==> src/rtl/ascii_uart_tx.sv <==
// ascii_uart_tx
//   Buffers ASCII bytes from the transform stage in a small FIFO and sends them
//   as UART 8N1 frames on a registered, idle-high tx line. A popped 0x00 is
//   sent as a CR frame followed by an LF frame; the LF comes from a pending
//   flag so it never takes a FIFO slot.
//
// Ports
//   clk         single clock, all state updates on the rising edge
//   rst_n       asynchronous active-low reset
//   din         ASCII byte to enqueue
//   din_valid   din is valid this cycle
//   din_ready   FIFO can accept a byte this cycle (low while in reset)
//   tx          serial line, idle high
//   busy        frame on tx, FIFO non-empty or LF pending
//   fifo_count  current FIFO occupancy, 0..FIFO_DEPTH
//
// Serializer states
//   state | meaning
//   IDLE  | line high; load pending LF, else pop next FIFO byte
//   START | start bit (low), CLKS_PER_BIT cycles
//   DATA  | 8 data bits LSB first, CLKS_PER_BIT cycles each
//   STOP  | stop bit (high), CLKS_PER_BIT cycles
module ascii_uart_tx #(
    parameter int CLKS_PER_BIT = 16,
    parameter int FIFO_DEPTH   = 8
) (
    input  logic       clk,
    input  logic       rst_n,
    input  logic [7:0] din,
    input  logic       din_valid,
    output logic       din_ready,
    output logic       tx,
    output logic       busy,
    output logic [4:0] fifo_count
);

    localparam int PTR_W = (FIFO_DEPTH > 1) ? $clog2(FIFO_DEPTH) : 1;
    localparam int CNT_W = $clog2(CLKS_PER_BIT) + 1;
    localparam logic [CNT_W-1:0] BIT_RELOAD = CNT_W'(CLKS_PER_BIT - 1);
    localparam logic [4:0]       DEPTH_C    = 5'(FIFO_DEPTH);

    typedef enum logic [1:0] {
        IDLE  = 2'd0,
        START = 2'd1,
        DATA  = 2'd2,
        STOP  = 2'd3
    } state_e;

    // ------------------------------------------------------------------
    // FIFO
    // ------------------------------------------------------------------
    logic [7:0]       mem_q [FIFO_DEPTH];
    logic [PTR_W-1:0] wr_ptr_q, rd_ptr_q;
    logic [4:0]       count_q, count_d;
    logic             push, pop;

    // Ready comes only from the registered count, so a pop in the same cycle
    // never lets a push into a full FIFO.
    assign din_ready  = rst_n & (count_q < DEPTH_C);
    assign push       = din_valid & din_ready;
    assign fifo_count = count_q;

    always_ff @(posedge clk) begin
        if (push) begin
            mem_q[wr_ptr_q] <= din;
        end
    end

    always_comb begin
        count_d = count_q;
        case ({push, pop})
            2'b10:   count_d = count_q + 5'd1;
            2'b01:   count_d = count_q - 5'd1;
            default: count_d = count_q;
        endcase
    end

    always_ff @(posedge clk or negedge rst_n) begin
        if (!rst_n) begin
            wr_ptr_q <= '0;
            rd_ptr_q <= '0;
            count_q  <= '0;
        end else begin
            if (push) wr_ptr_q <= wr_ptr_q + PTR_W'(1);
            if (pop)  rd_ptr_q <= rd_ptr_q + PTR_W'(1);
            count_q <= count_d;
        end
    end

    // ------------------------------------------------------------------
    // Serializer
    // ------------------------------------------------------------------
    state_e           state_q, state_d;
    logic [CNT_W-1:0] cnt_q, cnt_d;
    logic [2:0]       bit_idx_q, bit_idx_d;
    logic [7:0]       shreg_q, shreg_d;
    logic             lf_q, lf_d;
    logic             tx_q, tx_d;
    logic             frame_q;
    logic [7:0]       head;

    assign head = mem_q[rd_ptr_q];

    always_comb begin
        state_d   = state_q;
        cnt_d     = cnt_q;
        bit_idx_d = bit_idx_q;
        shreg_d   = shreg_q;
        lf_d      = lf_q;
        pop       = 1'b0;
        tx_d      = 1'b1;

        case (state_q)
            IDLE: begin
                if (lf_q) begin
                    shreg_d = 8'h0A;
                    lf_d    = 1'b0;
                    cnt_d   = BIT_RELOAD;
                    state_d = START;
                end else if (count_q != 5'd0) begin
                    pop = 1'b1;
                    if (head == 8'h00) begin
                        shreg_d = 8'h0D;
                        lf_d    = 1'b1;
                    end else begin
                        shreg_d = head;
                    end
                    cnt_d   = BIT_RELOAD;
                    state_d = START;
                end
            end
            START: begin
                if (cnt_q == '0) begin
                    cnt_d     = BIT_RELOAD;
                    bit_idx_d = 3'd0;
                    state_d   = DATA;
                end else begin
                    cnt_d = cnt_q - CNT_W'(1);
                end
            end
            DATA: begin
                if (cnt_q == '0) begin
                    cnt_d = BIT_RELOAD;
                    if (bit_idx_q == 3'd7) begin
                        state_d = STOP;
                    end else begin
                        bit_idx_d = bit_idx_q + 3'd1;
                    end
                end else begin
                    cnt_d = cnt_q - CNT_W'(1);
                end
            end
            STOP: begin
                if (cnt_q == '0) begin
                    state_d = IDLE;
                end else begin
                    cnt_d = cnt_q - CNT_W'(1);
                end
            end
            default: state_d = IDLE;
        endcase

        // The line follows the current state one cycle later, so every
        // state's full duration appears on tx unchanged.
        case (state_q)
            START:   tx_d = 1'b0;
            DATA:    tx_d = shreg_q[bit_idx_q];
            default: tx_d = 1'b1;
        endcase
    end

    always_ff @(posedge clk or negedge rst_n) begin
        if (!rst_n) begin
            state_q   <= IDLE;
            cnt_q     <= '0;
            bit_idx_q <= '0;
            shreg_q   <= '0;
            lf_q      <= 1'b0;
            tx_q      <= 1'b1;
            frame_q   <= 1'b0;
        end else begin
            state_q   <= state_d;
            cnt_q     <= cnt_d;
            bit_idx_q <= bit_idx_d;
            shreg_q   <= shreg_d;
            lf_q      <= lf_d;
            tx_q      <= tx_d;
            frame_q   <= (state_q != IDLE);
        end
    end

    assign tx = tx_q;

    // frame_q covers the last stop cycle still on the line after the FSM has
    // already returned to IDLE.
    assign busy = (state_q != IDLE) | frame_q | (count_q != 5'd0) | lf_q;

endmodule
==> config.mk <==
export PLATFORM = sky130hd
export DESIGN_NAME = ascii_uart_tx
export DESIGN_NICKNAME = d
export VERILOG_FILES = /design/src/rtl/ascii_uart_tx.sv
export SDC_FILE = /design/constraint.sdc
export NUM_CORES = 1
export LEC_CHECK = 0
export ABC_AREA = 1
export CAP_MARGIN = 20
export CORE_ASPECT_RATIO = 0.5
export CORE_MARGIN = 3
export CORE_UTILIZATION = 45
export DETAILED_ROUTE_END_ITERATION = 8
export GPL_TIMING_DRIVEN = 0
export SLEW_MARGIN = 0
export SYNTH_ARGS = -nofsm -noshare
export SYNTH_HDL_FRONTEND = slang
export SYNTH_SLANG_ARGS = --single-unit
==> constraint.sdc <==
create_clock -name clk -period 2.4 [get_ports clk]
set_input_delay 0.72 -clock clk [delete_from_list [all_inputs] [get_ports clk]]
set_output_delay 0.72 -clock clk [all_outputs]
set_load 0.05 [all_outputs]
# After elaboration in Yosys (flattened, before gate mapping)

Memory sizes are Yosys's and may differ from the RTL's.
Cells that the tools add are included.

Add/subtract/negate cells: 6
Order comparisons: 2
Equality and inequality tests: 13
Multiplexer cells: 31
Bitwise logic cells: 5
Reductions and logical operators: 13

Operators by type and width:

| cell                | number |
|---|---|
| $mux 8              | 3 |
| $mux 5              | 4 |
| $pmux 5 s3          | 1 |
| $mux 2              | 6 |
| $ne 2x2->1 const B  | 6 |
| $pmux 5 s2          | 1 |
| $sub 5x1->5 const B | 2 |
| $add 3x1->3 const B | 3 |
| $mux 1              | 9 |
| $mux 3              | 3 |
| $logic_not 8->1     | 1 |
| $pmux 2 s4          | 1 |
| $reduce_bool 2->1   | 4 |
| $eq 2x2->1 const B  | 3 |
| $pmux 3 s2          | 1 |
| $add 5x1->5 const B | 1 |
| $logic_not 5->1     | 1 |
| $lt 5x4->1 const B  | 1 |
| $reduce_and 5->1    | 1 |
| $reduce_bool 5->1   | 1 |
| $eq 2x1->1 const B  | 2 |
| $lt 3x4->1 const B  | 1 |
| $reduce_and 2->1    | 2 |
| $reduce_and 4->1    | 1 |
| other kinds (8)     | 11 |

Flip-flop bits (word level): 32
RAM bits: 64
Output and inout port bits: 8
Logic and storage cells: 81
Memories: 1

Memory list:

| memory | words | width | read ports | clocked after Yosys merged registers in | wr ports | line | RTL |
|---|---|---|---|---|---|---|---|
| mem_q  | 8     | 8     | 1          | 0                                       | 1        | 52   | `logic [7:0] mem_q [FIFO_DEPTH];` |

# Depth between registers and ports, before layout

Gate-level depths: netlist of the first run.

Word-level depth: 6
Depth in mapped cells: 17

# Worst setup path before layout of the first run

Ideal clock, no wire load.

Path type: register to register
From: reg count_q[3], in the netlist fifo_count[3]
To: reg count_q[4], in the netlist fifo_count[4]
Arrival time: 2.541 ns
Slack: -0.286 ns
Cell stages (with the launch flop): 13
Buffers on the path: 0
Clock period less this slack: 2.686 ns
Path through: dfrtp_1 -> nor2_1 -> and2_1 -> nand2_1 -> ha_1 -> ha_1 -> a21oi_1 -> nor2_1 -> nor2_1 -> nand2_1 -> nand2_1 -> nor2_1 -> xor2_1

RTL lines:

| element                                                | line | RTL |
|---|---|---|
| start, declared                                        | 54   | `logic [4:0] count_q, count_d;` |
| start signal, assigned                                 | 86   | `count_q <= count_d;` |
| $lt 5x4->1 *                                           | 59   | `assign din_ready = rst_n & (count_q < DEPTH_C);` |
| $and 1x1->1 *                                          | 59   |  |
| net din_ready                                          | 31   | `output logic din_ready,` |
| $and 1x1->1 *                                          | 60   | `assign push = din_valid & din_ready;` |
| $eq 2x1->1 / $eq 2x2->1 (equally long branches)        | 71   | `case ({push, pop})` |
| $pmux 5 s2 / $reduce_bool 2->1 (equally long branches) | -    |  |

The timed path passes the listed nets; every way through them passes the cells marked *.
A chain may end at the register's enable or synchronous reset.

# Final worst setup path of the first run

From: reg count_q[3], in the netlist fifo_count[3]
To: out busy

Cells in the longest elaborated chain, start to end: 3

Ends and longest elaborated chain:

| element                  | line | RTL |
|---|---|---|
| $reduce_bool 5->1        | 196  | `assign busy = (state_q != IDLE) \| frame_q \| (count_q != 5'd0) \| lf_q;` |
| $or 1x1->1 (2 in series) | 196  |  |
| end, declared            | 33   | `output logic busy,` |

No other way between the ends.

==> reports/results.ini, run 1 <==
[status]
status=completed

[placed_design]
dp_hpwl_um=6024
gp_congestion=0.7741
port_buffers=18
dp.cells=620
dp_slack_ps=-842.6

[yosys]
synth_xor_area_share_pct=1.365
synth_cell_types=30
synth_top_family_by_area=simple AND/OR/NAND/NOR gates
yosys_warnings=0
syn_nets=493
synth_top_area_share_pct=42.77
synthSimpleGateAreaFrac_pct=19.44
synth_edf_count=64
yosysSeqAreaShare_pct=60.62
synthCells=467
synth_area_um2=4493
synth_mux_area_share_pct=0
synth_area_leader_cell=edfxtp_1
synth_ff_type=edfxtp_1
postSynth.asyncResetShare_pct=33.33
synthAdderAreaFrac_pct=4.344
synth-compound-area-share_pct=5.653
synth_area_per_cell_um2=9.621
synth_area_leaders=edfxtp_1 43%, dfrtp_1 17%, nand2_1 11%, inv_1 6.1%, nand3_1 4.5%
ys_ff_latch=96

[floorplan]
die_area_um2=11290
coreArea_um2=9572
die_height_um=76.66
rows=25
boundaryPins=19
dieWidth_um=147.3
start_util_pct=46.94

[detailed_routing]
drt-pass1-iter-count=5
via_per_inst=4.794
vias=3092
wl_per_cell_um=14.49
ant_nets=0
drc=0
wl_um=9347
drt_iter0_markers=244

[cts]
hold_buffers=0
cts_buffers=9
htreeDepth=3
ctsRootBufferMaster=clkbuf_16
cts_tree=built
clk_latency_ps=350
cts_sinks=96
clk_pin_slew_ps=70
clockBufferDepth=2

[setup_path]
arrival_ps=1660
worstPathRequired_ps=1680
ff2ff_path_depth=17
critPathLaunchType=register
worstSetupEndpointType=primary output
critPathMaxFanout=4
crit_type=register to primary output

[global_routing]
grt_overflow=0
grt_pass1_wl_um=15260
grt_antenna_before_repair=0
grt_max_degree=34
grtUsageTotal_pct=18.04
grt_pass1_vias=2897

[final_layout]
diodes=0
layout.nets=532
seq_area_um2=2728
stdcell_count=645
multi_input_area_um2=1458
drive_above_1_share_pct=15.29
area_growth_syn_to_layout_pct=18.71
final_util_pct=55.73
fillers=859

[sta]
fin_hold_ws_ps=200.6
fin_crit_ps=2383
finalCritPeriodShare_pct=99.30
worstMarginPinSlew_ps=634.2
setup_slack_ps=16.68
final_hold_viol_count=0
max_freq_mhz=419.6
maxSlewViolCount=0
fin_skew_ps=6.724
rsz0062_at_grt=true
slew_headroom_pct=57.67
finalSetupViolations=0

[run]
cap_violations=0

[hold_path]
hold_path_class=input port to asynchronous set/reset pin

[pwr]
leakagePower_nw=2.376
powerDensity_nw_per_um2=770.3
vdd_drop_max_mv=0.3508

-- flip-flops by register name (all words and copies together), names as in the netlist --
signal	cells
mem_q	64
shreg_q	8
cnt_q	5
fifo_count	5
bit_idx_q	3
rd_ptr_q	3
wr_ptr_q	3
state_q	2
frame_q	1
lf_q	1
tx	1
-- cell usage after synthesis, types with 6 or more instances --
cell,n
nand2_1,136
inv_1,73
edfxtp_1,64
nand3_1,40
dfrtp_1,31
nor2_1,28
o21ai_0,23
a21oi_1,16
ha_1,14
xor2_1,6
-- per-stage QoR --
| step | setup TNS, ps | area (µm²) | power, W |
|---|---|---|---|
| global placement | -127010 | 4846 | 0.002516 |
| CTS | -132.8 | 5209 | 0.004075 |
| finish | 0 | 5334 | 0.004109 |
| detailed placement | -52600 | 4841 | 0.002530 |
| global route | -172.6 | 5334 | 0.004294 |
| floorplan | 0 | 4497 | 0.002330 |
-- path summary, 6_finish.rpt --
check                           slack [ps]                         to                 startpoint
worst max-delay path                    20                       busy  fifo_count[3]$_DFFE_PN0P_
worst min-delay path                   200       cnt_q[3]$_DFFE_PN0P_                      rst_n
worst max register to register         130  fifo_count[4]$_DFFE_PN0P_     state_q[1]$_DFFE_PN0P_
worst min register to register         500     shreg_q[7]$_DFFE_PN0P_     shreg_q[7]$_DFFE_PN0P_
max in group asynchronous             1970               tx$_DFF_PN1_                      rst_n
min in group clk                       500     shreg_q[7]$_DFFE_PN0P_     shreg_q[7]$_DFFE_PN0P_
-- layout by cell type (no fill, tap or decap), types with 2 or more instances in the layout --
cell type,n
o21ai_1,2
ha_4,2
buf_2,4
inv_4,2
inv_2,6
dfrtp_1,28
bufinv_16,2
buf_4,14
clkbuf_16,9
dfrtp_2,3
or2_2,2
nand2_2,3
nand2_1,134
nor2_1,17
ha_1,12
nand3_1,40
o21ai_0,23
buf_6,4
xor2_1,6
edfxtp_1,64
clkdlybuf4s50_1,14
a21oi_1,15
nor2_2,12
inv_6,3
inv_1,66
a21oi_2,2
o22ai_1,4
-- logic make-up after synthesis --
group	Yosys count
flops	96
compound gates	48
simple gates	213
buf+inv	88
xor+xnor	7
fa+ha+maj	15
-- layer usage --
metal / vias up / global-route usage (%) / wire length [µm]
li1: 1576 / - / -
met1: 1433 / 24.43 / 4322
met2: 72 / 29.04 / 4391
met3: 11 / 4.664 / 551
met4: 0 / 5.204 / 82
met5: - / 0 / 0
-- worst max-delay path, stage by stage, from the launching register on --
cell and delay, ps:
dfrtp_2 430, nor2_4 120, nand4_1 120, nor2_2 160
nand2_2 90, or2_4 240, buf_8 150
-- area by class of cell --
class	count	area share, %
plain buffers	12	1.783
clock buffers	9	4.222
clock inverters	6	1.689
inverters	76	5.536
multi-input cells	283	27.33
flip-flops and latches	96	51.14
well taps	135	3.167
repair buffers	28	5.137
-- power breakdown --
group          switching, W  total, W  internal, W  leakage (nW)
Sequential        0.0000768   0.00195      0.00187         0.939
Clock              0.000607   0.00152     0.000912         0.152
Combinational      0.000409  0.000645     0.000235          1.28
Total               0.00109   0.00411      0.00302          2.38
-- what timing repair did --
item / CTS / global route
gates resized for setup: 27 / 21
endpoints found under the setup margin: 69 / 3
gates cloned: 0 / 0
setup buffers: 1 / 9
pin swaps: 1 / 7
Power figures use the tool's default switching activity.
==> inputs of run 2 (changes only) <==
RECOVER_POWER = 100   (was default)
==> results of run 2 <==
Final layout, timing and power as in run 1 (identical DEF).
==> inputs of run 3 (changes only) <==
CTS_BUF_LIST = sky130_fd_sc_hd__clkbuf_8   (was default)
GPL_TIMING_DRIVEN = default   (was 0)
==> reports/results.ini, run 3 (same netlist as run 1, synthesis figures left out) <==
[cts]
hold_buffers=0  ; unchanged
cts_tree=built  ; unchanged
clockBufferDepth=2  ; unchanged
clk_pin_slew_ps=90  ; was 70 ps
ctsRootBufferMaster=clkbuf_8  ; was clkbuf_16
clk_latency_ps=370  ; was 350 ps
cts_buffers=9  ; unchanged
htreeDepth=3  ; unchanged
cts_sinks=96  ; unchanged

[global_routing]
grt_max_degree=34  ; unchanged
grt_pass1_vias=2926  ; was 2897
grt_busiest_layer=met2  ; unchanged
grt_pass1_wl_um=14580  ; was 15260 µm
met1_usage_pct=22.32  ; was 24.43%
grt_antenna_before_repair=0  ; unchanged
grt_overflow=0  ; unchanged
grtUsageTotal_pct=16.59  ; was 18.04%
grt_use_met2_pct=26.56  ; was 29.04%
met3_usage_pct=4.900  ; was 4.664%

[pwr]
leakagePower_nw=2.413  ; was 2.376 nW
switchingPower_w=0.001082  ; was 0.001093 W
vdd_drop_max_mv=0.2545  ; was 0.3508 mV
p_total_w=0.003720  ; was 0.004109 W
clkPwrFrac_pct=29.7  ; was 37.0%
combinationalPowerShare_pct=18.5  ; was 15.7%
switching_share_pct=29.10  ; was 26.61%
powerDensity_nw_per_um2=705.3  ; was 770.3 nW/µm²
p_int_w=0.002637  ; was 0.003016 W
power_frac_seq_pct=51.8  ; was 47.3%

[final_layout]
layout.nets=546  ; was 532
area_growth_syn_to_layout_pct=17.38  ; was 18.71%
drive_above_1_share_pct=14.10  ; was 15.29%
stdcell_count=660  ; was 645
diodes=0  ; unchanged
final_area_um2=5274  ; was 5334 µm²
top_regs=mem_q (64), shreg_q (8)  ; unchanged
final_common_cell=nand2_1  ; unchanged
largest_reg_flops=64  ; unchanged
largest-register=mem_q  ; unchanged
final_cell_mix=136 x nand2_1, 69 x inv_1, 64 x edfxtp_1, 40 x nand3_1, 34 x buf_4  ; was 134 x nand2_1, 66 x inv_1, 64 x edfxtp_1, 40 x nand3_1, 28 x dfrtp_1
fillers=874  ; was 859

[sta]
fin_skew_ps=10.26  ; was 6.724 ps
finalCritPeriodShare_pct=98.09  ; was 99.30%
finalSetupViolations=0  ; unchanged
maxSlewViolCount=0  ; unchanged
max_freq_mhz=424.8  ; was 419.6 MHz
setup_slack_ps=45.88  ; was 16.68 ps
slew_headroom_pct=47.16  ; was 57.67%
fin_crit_ps=2354  ; was 2383 ps
rsz0062_at_grt=true  ; unchanged
final_hold_viol_count=0  ; unchanged
final.setup.tns_ps=0  ; unchanged
worstMarginPinSlew_ps=792.6  ; was 634.2 ps

[placed_design]
dp_slack_ps=-494.0  ; was -842.6 ps
dp_hpwl_um=6058  ; was 6024 µm
port_buffers=18  ; unchanged
gp_congestion=0.8503  ; was 0.7741
dp.cells=636  ; was 620
placed_area_um2=4969  ; was 4841 µm²

[detailed_routing]
wl_um=8830  ; was 9347 µm
drt-pass1-iter-count=6  ; was 5
drc=0  ; unchanged
wl_per_cell_um=13.38  ; was 14.49 µm
drt_iter0_markers=170  ; was 244
vias=3075  ; was 3092
ant_nets=0  ; unchanged
via_per_inst=4.659  ; was 4.794

[status]
status=completed  ; unchanged

[floorplan]
coreArea_um2=9572  ; unchanged
dieWidth_um=147.3  ; unchanged
rows=25  ; unchanged
die_height_um=76.66  ; unchanged
start_util_pct=46.94  ; unchanged
boundaryPins=19  ; unchanged
die_area_um2=11290  ; unchanged

[setup_path]
critPathTopFamily=simple AND/OR/NAND/NOR gates  ; unchanged
critPathLaunchType=register  ; unchanged
arrival_ps=1630  ; was 1660 ps
slowest_delay_ps=400  ; was 430 ps
worst_path_max_delay_cell=dfrtp_1  ; was dfrtp_2
worstPathRequired_ps=1680  ; about the same
worstSetupEndpointType=primary output  ; unchanged
crit_type=register to primary output  ; unchanged
crit_chain=nor2_2 > nand4_1 > nor2_1 > nand2_1 > or2_4 > buf_8  ; was nor2_4 > nand4_1 > nor2_2 > nand2_2 > or2_4 > buf_8
critPathMaxFanout=2  ; was 4
critPathBufInv=1  ; unchanged

[hold_path]
hold_path_class=register to register  ; was input port to asynchronous set/reset pin

[run]
cap_violations=0  ; unchanged

-- run 3: cell count changes in the layout (fill, tap and decap cells not counted), moves of 8 or more --
cell	change
buf_4	+20
clkbuf_16	-9
clkbuf_8	+9
clkdlybuf4s50_1	-11
dlygate4sd3_1	+8
nor2_1	+9
nor2_2	-8
-- run 3: power by group through the flow --
stage	logic, W	registers (W)	clock network [W]
2_1_floorplan	0.000226	0.00210	0
3_3_place_gp	0.000609	0.00197	0
3_5_place_dp	0.000621	0.00197	0
4_1_cts	0.000682	0.00192	0.00113
5_1_grt	0.000755	0.00194	0.00121
6_report	0.000687	0.00193	0.00111
-- run 3: what timing repair did --
item | 4_1_cts | 5_1_grt
pin swaps | 4 | 2
gates cloned | 0 | 0
endpoints found under the setup margin | 3 | 4
setup buffers | 4 | 4
gates resized for setup | 10 | 11
-- run 3: metrics by stage --
| step | util, % | hold slack, ps |
|---|---|---|
| finish | 55.10 | 494.2 |
| global placement | 51.91 | 469.4 |
| floorplan | - | 424.4 |
| detailed placement | 51.91 | 480.9 |
| global route | 55.10 | 533.7 |
| CTS | 54.61 | 503.5 |
-- run 3: worst paths after layout --
path	from	endpoint	slack, ps	depth (start not counted)
max in group asynchronous	rst_n	fifo_count[0]$_DFFE_PN0P_	1140	2
setup / recovery	fifo_count[3]$_DFFE_PN0P_	busy	50	6
setup reg to reg	state_q[0]$_DFFE_PN0P_	fifo_count[4]$_DFFE_PN0P_	180	17
hold reg to reg	shreg_q[7]$_DFFE_PN0P_	shreg_q[7]$_DFFE_PN0P_	490	2
hold / removal	shreg_q[7]$_DFFE_PN0P_	shreg_q[7]$_DFFE_PN0P_	490	2
min in group asynchronous	rst_n	cnt_q[4]$_DFFE_PN0P_	710	2
-- run 3: per-layer routing --
metal,up-vias,wire length [µm]
li1,1602,-
met1,1424,4386
met2,45,4026
met3,4,371
met4,0,45
met5,-,0
-- run 3: worst reg2reg max path: cells and delay by family, from the launching register on --
family | cells | cell delay (ps)
adder cells (fa/ha/maj) | 3 | 630
flip-flops | 1 | 400
XOR/XNOR | 1 | 140
buffers and inverters | 5 | 400
AND/OR/NAND/NOR | 7 | 520
AO/OA/AOI/OAI | 1 | 60
-- run 3: area by class of cell --
cell class | count | area [µm²] | area share, %
Tap cell | 135 | 168.9 | 3.203
Multi-Input combinational cell | 283 | 1421 | 26.95
Inverter | 76 | 290.3 | 5.504
Clock inverter | 7 | 83.83 | 1.590
Timing Repair Buffer | 54 | 460.4 | 8.731
Sequential cell | 96 | 2725 | 51.67
Clock buffer | 9 | 123.9 | 2.349
